### src/rtl/adder_sevenseg_pkg.sv
// Shared constants for the adder/subtractor seven-segment block:
// blank pattern, active-low hex glyph table and counter width helper.
package adder_sevenseg_pkg;

    localparam logic [6:0] SEG_BLANK = 7'h7F;

    // Segment order g..a, active-low, glyphs 0-9 A b C d E F
    localparam logic [6:0] HEX_SEG [16] = '{
        7'h40, 7'h79, 7'h24, 7'h30,
        7'h19, 7'h12, 7'h02, 7'h78,
        7'h00, 7'h10, 7'h08, 7'h03,
        7'h46, 7'h21, 7'h06, 7'h0E
    };

    // Bits needed to count 0..n-1, never less than one
    function automatic int unsigned clog2_min1(input int unsigned n);
        int unsigned w;
        w = 1;
        for (int i = 1; i < 32; i++) begin
            if ((64'd1 << i) < 64'(n)) begin
                w = 32'(i + 1);
            end
        end
        return w;
    endfunction

endpackage

### src/rtl/hex_to_seg7.sv
// Combinational 4-bit to active-low seven-segment decoder.
module hex_to_seg7
    import adder_sevenseg_pkg::*;
(
    input  logic [3:0] nibble,
    output logic [6:0] seg_c
);

    assign seg_c = HEX_SEG[nibble];

endmodule

### src/rtl/adder_sevenseg_n.sv
// N-bit adder/subtractor with registered result and overflow flags, driving a
// time-multiplexed hex seven-segment display that blinks on overflow.
module adder_sevenseg_n
    import adder_sevenseg_pkg::*;
#(
    parameter int unsigned WIDTH       = 8,
    parameter int unsigned DIGITS      = 4,
    parameter int unsigned REFRESH_DIV = 100000,
    parameter int unsigned BLINK_DIV   = 250
) (
    input  logic              clock_100MHz,
    input  logic              reset,
    input  logic [WIDTH-1:0]  A,
    input  logic [WIDTH-1:0]  B,
    input  logic              sub,
    input  logic              load,
    output logic [WIDTH-1:0]  Sum,
    output logic              OV_S,
    output logic              OV_U,
    output logic [6:0]        Seg,
    output logic [DIGITS-1:0] an
);

    localparam int unsigned SUM_W   = WIDTH + 1;
    localparam int unsigned MSB     = WIDTH - 1;
    localparam int unsigned NIBBLES = (WIDTH + 3) / 4;
    localparam int unsigned PAD_W   = NIBBLES * 4;
    localparam int unsigned REF_W   = clog2_min1(REFRESH_DIV);
    localparam int unsigned IDX_W   = clog2_min1(DIGITS);
    localparam int unsigned BLK_W   = clog2_min1(BLINK_DIV);

    logic [WIDTH-1:0]  b_eff_c;
    logic [SUM_W-1:0]  sum_full_c;
    logic [WIDTH-1:0]  r_c;
    logic              carry_c;
    logic              ovu_c;
    logic              ovs_c;

    logic [REF_W-1:0]  refresh_cnt;
    logic              tick_c;
    logic [IDX_W-1:0]  digit_idx;
    logic [BLK_W-1:0]  blink_cnt;
    logic              blink_phase;

    logic [PAD_W-1:0]  sum_pad_c;
    logic [3:0]        nibble_c;
    logic              digit_valid_c;
    logic [6:0]        seg_dec_c;
    logic [6:0]        seg_next_c;
    logic [DIGITS-1:0] an_next_c;

    // Subtraction is A + ~B + 1; a carry-out there means "no borrow"
    always_comb begin
        b_eff_c    = sub ? ~B : B;
        sum_full_c = SUM_W'(A) + SUM_W'(b_eff_c) + SUM_W'(sub);
        r_c        = sum_full_c[WIDTH-1:0];
        carry_c    = sum_full_c[WIDTH];
        ovu_c      = sub ? ~carry_c : carry_c;
        ovs_c      = (A[MSB] == b_eff_c[MSB]) && (r_c[MSB] != A[MSB]);
    end

    always_ff @(posedge clock_100MHz or posedge reset) begin
        if (reset) begin
            Sum  <= '0;
            OV_S <= 1'b0;
            OV_U <= 1'b0;
        end else if (load) begin
            Sum  <= r_c;
            OV_S <= ovs_c;
            OV_U <= ovu_c;
        end
    end

    // Digit-slot timebase
    assign tick_c = (refresh_cnt == REF_W'(REFRESH_DIV - 1));

    always_ff @(posedge clock_100MHz or posedge reset) begin
        if (reset) begin
            refresh_cnt <= '0;
        end else if (tick_c) begin
            refresh_cnt <= '0;
        end else begin
            refresh_cnt <= refresh_cnt + REF_W'(1);
        end
    end

    // Digit index and blink phase both advance only on slot ticks
    always_ff @(posedge clock_100MHz or posedge reset) begin
        if (reset) begin
            digit_idx   <= '0;
            blink_cnt   <= '0;
            blink_phase <= 1'b0;
        end else if (tick_c) begin
            if (digit_idx == IDX_W'(DIGITS - 1)) begin
                digit_idx <= '0;
            end else begin
                digit_idx <= digit_idx + IDX_W'(1);
            end
            if (blink_cnt == BLK_W'(BLINK_DIV - 1)) begin
                blink_cnt   <= '0;
                blink_phase <= ~blink_phase;
            end else begin
                blink_cnt <= blink_cnt + BLK_W'(1);
            end
        end
    end

    // Select the nibble for the current digit; digits past the result are blank
    always_comb begin
        sum_pad_c     = PAD_W'(Sum);
        nibble_c      = 4'(sum_pad_c >> {digit_idx, 2'b00});
        digit_valid_c = (32'(digit_idx) < NIBBLES);
        an_next_c     = ~(DIGITS'(1) << digit_idx);
        seg_next_c    = seg_dec_c;
        if (!digit_valid_c || (blink_phase && (OV_S || OV_U))) begin
            seg_next_c = SEG_BLANK;
        end
    end

    hex_to_seg7 u_hex_to_seg7 (
        .nibble (nibble_c),
        .seg_c  (seg_dec_c)
    );

    // Scan outputs change only on a tick, so a new Sum never glitches mid-slot
    always_ff @(posedge clock_100MHz or posedge reset) begin
        if (reset) begin
            an  <= '1;
            Seg <= SEG_BLANK;
        end else if (tick_c) begin
            an  <= an_next_c;
            Seg <= seg_next_c;
        end
    end

endmodule

### config.mk
export PLATFORM = sky130hd
export DESIGN_NAME = adder_sevenseg_n
export DESIGN_NICKNAME = d
export VERILOG_FILES = /design/src/rtl/adder_sevenseg_pkg.sv /design/src/rtl/hex_to_seg7.sv /design/src/rtl/adder_sevenseg_n.sv
export SDC_FILE = /design/constraint.sdc
export NUM_CORES = 1
export LEC_CHECK = 0
export ABC_AREA = 1
export CAP_MARGIN = 30
export CELL_PAD_IN_SITES_DETAIL_PLACEMENT = 1
export CELL_PAD_IN_SITES_GLOBAL_PLACEMENT = 2
export CORE_MARGIN = 2
export CORE_UTILIZATION = 35
export DETAILED_ROUTE_END_ITERATION = 6
export HOLD_SLACK_MARGIN = 0.08
export PLACE_DENSITY = 0.92
export SLEW_MARGIN = 10
export SYNTH_ARGS = -nofsm -noshare
export SYNTH_HDL_FRONTEND = slang
export SYNTH_SLANG_ARGS = --single-unit
### constraint.sdc
create_clock -name clock_100MHz -period 3.8 [get_ports clock_100MHz]
set_input_delay 0.57 -clock clock_100MHz [delete_from_list [all_inputs] [get_ports clock_100MHz]]
set_output_delay 0.57 -clock clock_100MHz [all_outputs]
set_load 0.01 [all_outputs]
==> flow_metrics.env <==
export IMPL_status="completed"
export IMPL_cts_made_buffers=5
export IMPL_setup_viol=0
export IMPL_max_stage_delay_ns=0.66
export IMPL_grtUsageTotal=0.172
export IMPL_holdPathEnd="refresh_cnt[0]"
export IMPL_clk_latency_ns=0.30
export IMPL_top_layer_used="met4"
export IMPL_cts_root_buf="clkbuf_8"
export IMPL_grt_max_degree=34
export IMPL_detailedPlace_worstSlack_ns=0.960
export IMPL_final_common_cell="nand2_1"
export IMPL_cts_tree="yes"
export IMPL_syn_instance_count=438
export IMPL_synth_avg_cell_area_um2=7.47
export IMPL_cp_slowest_cell="clkdlybuf4s50_1"
export IMPL_post_cts_setup_buffer_count=0
export IMPL_placement_rows=35
export IMPL_wl_um=8120
export IMPL_synth_area_top_cells="dfrtp_1, nand2_1, dfstp_2"
export IMPL_reg2regPathDepth=9
export IMPL_die_y_um=101
export IMPL_max_freq_mhz=405
export IMPL_first_pass_iters=4
export IMPL_crit_fanout=9
export IMPL_skew_ns=0.0130
export IMPL_dieArea_um2=10100
export IMPL_first_global_vias=3037
export IMPL_synth_warnings=0
export IMPL_yosysUniqueCellTypes=34
export IMPL_cts_max_path_buffers=2
export IMPL_fin_crit_sh=0.649
export IMPL_maxCapViolCount=0
export IMPL_end_kind="flip-flop"
export IMPL_hold_class="reg -> reg"
export IMPL_area_delta_synth_final_pct=18.4
export IMPL_nets=522
export IMPL_synthesis_nets=480
export IMPL_synth_area_um2=3270
export IMPL_antenna_left=0
export IMPL_vias=2879
export IMPL_reg2reg_from="digit_idx[1]"
export IMPL_critPathTopFamily="buffers and inverters"
export IMPL_finalHoldViolCount=0
export IMPL_final_cell_mix="nand2_1, nor2_1, inv_1"
export IMPL_synth_top_area_frac=0.291
export IMPL_grt_pass1_wl_um=14000
export IMPL_initial_core_util=0.357
export IMPL_path_class="in -> reg"
export IMPL_cts_max_level=2
export IMPL_worst_pin_slew_ns=0.489
export IMPL_nFillCells=1152
export IMPL_seq_area_frac_synth=0.379
export IMPL_dr_wl_met2_um=4080
export IMPL_rsz0062_at_grt="no"
export IMPL_crit_chain="clkdlybuf4s50_1, xnor2_1, inv_1, ha_1, nand2_1, inv_1, nand3_1, nand2_1, nand2_1, nand2_1, nand2_1, nand3_1, nand2_1"
export IMPL_leakagePower_uw=0.00197
export IMPL_crit_buf_inv=3
export IMPL_io_pins=41
export IMPL_diodes=0
export IMPL_place_congestion=0.828
export IMPL_min_path_cells=1
export IMPL_vdd_drop_max_uv=175
export IMPL_port_buffers=40
export IMPL_drc_errors=0
export IMPL_met3_length_um=146
export IMPL_cts_resized=0
export IMPL_via_per_inst=4.87
export IMPL_r2r_slack_ns=1.71
export IMPL_grt_overflow=0
export IMPL_hold_buffers=0
export IMPL_cp_common_cell="nand2_1"
export IMPL_fp_dieW_um=101
export IMPL_wl_met1_um=3820
export IMPL_clock_sinks=49
export IMPL_core_area_um2=9150
export IMPL_cp_required_ns=4.00
export IMPL_final_setup_worst_slack_ns=1.33
export IMPL_antenna_found_initial=0
export IMPL_r2r_end="Seg[3]"
export IMPL_setup_tns_ns=0
export IMPL_slew_headroom=0.673
export IMPL_worstPathArrival_ns=2.67
export IMPL_hpwl_um=6470
export IMPL_wl_per_cell_um=13.7
export IMPL_drt_iter0_drc=61
export IMPL_finalCriticalPeriod_ns=2.47
export IMPL_drive_above_1_share=0.0958
export IMPL_ys_ff_latch=49
export IMPL_min_delay_start="refresh_cnt[0]"
export IMPL_report_final_slew_viol_count=0
export IMPL_yosys_area_top_type="dfrtp_1"
export IMPL_p_per_area_nw_per_um2=303
export IMPL_path_clk_slew_ns=0.09
export IMPL_worstSetupStartpointType="input port"
[cell type report]
cell class	instances	area, µm²	area share
clock buffers	6	72.6	0.0187
clock inverters	1	3.75	0.000969
inverters	57	215	0.0556
multi-input cells	326	1780	0.460
flip-flops and latches	49	1240	0.320
well taps	111	139	0.0359
repair buffers	41	420	0.109
[worst max-delay path by stage]
stage / from / endpoint / slack, ns / cells past startpoint
after floorplan: sub / OV_S / 1.83 / 13
after global placement: sub / OV_U / 1.10 / 13
after detailed placement: sub / OV_S / 0.96 / 13
after CTS: sub / OV_S / 1.29 / 13
after global routing: sub / OV_S / 1.06 / 13
final: sub / OV_S / 1.33 / 13
[worst reg2reg max path: stages, from the launching register on]
cell	delay, ns
dfrtp_1	0.48
inv_1	0.37
nand3_1	0.28
inv_1	0.19
ha_1	0.25
nand3b_1	0.18
nand3_1	0.11
nand3_1	0.09
nand2_1	0.07
inv_1	0.03
[per-stage QoR]
stage	hold slack (ns)	power [µW]	utilization	cells	area, µm²
after global placement	0.450	878	0.413	583	3780
after floorplan	0.430	760	-	438	3270
after detailed placement	0.466	889	0.415	584	3800
final	0.475	1170	0.423	591	3870
after global routing	0.487	1250	0.423	591	3870
after CTS	0.479	1190	0.423	591	3870
[metal layers]
| layer | GRT usage | vias up |
|---|---|---|
| met4 | 0.0411 | 0 |
| met3 | 0.0250 | 11 |
| met5 | 0 | - |
| met1 | 0.223 | 1385 |
| li1 | - | 1456 |
| met2 | 0.301 | 27 |
[state kept, by name, indices dropped and copies added (netlist names)]
name	count
Sum	8
blink_phase	1
refresh_cnt	17
digit_idx	2
blink_cnt	8
OV_S	1
an	4
OV_U	1
Seg	7
[cell usage after synthesis]
master / count
or2_2: 4
nand2_4: 1
o21ai_1: 5
xnor2_1: 4
nand3_2: 1
nand4_2: 1
a21o_1: 2
dfrtp_1: 38
a21oi_1: 11
nand2_2: 6
nor2_2: 2
a31oi_1: 1
nor3_2: 1
clkinv_2: 1
xor2_1: 21
nand4_1: 8
clkbuf_1: 2
buf_6: 1
and2_0: 1
nor3_1: 4
ha_1: 21
dfstp_2: 11
fa_1: 1
nand2_1: 118
nor2_4: 2
inv_1: 51
o21a_1: 1
buf_2: 3
nand3_1: 34
nor2_1: 55
a21oi_2: 4
inv_2: 5
o21ai_0: 11
nand3b_1: 6
[cell families after synthesis]
logic type / synth area share
AOI/OAI and AO/OA: 0.0608
and+or+nand+nor: 0.331
DFF: 0.379
xor gates and xnor gates: 0.0669
adders and majority gates: 0.0864
buffers and inverters: 0.0761
[power breakdown]
group          internal, µW  total, µW  switching, µW  leakage [µW]
clock                   125        295            170     0.0000387
sequential              544        569           25.5      0.000611
combinational           133        308            175       0.00132
Power figures use the tool's default switching activity.
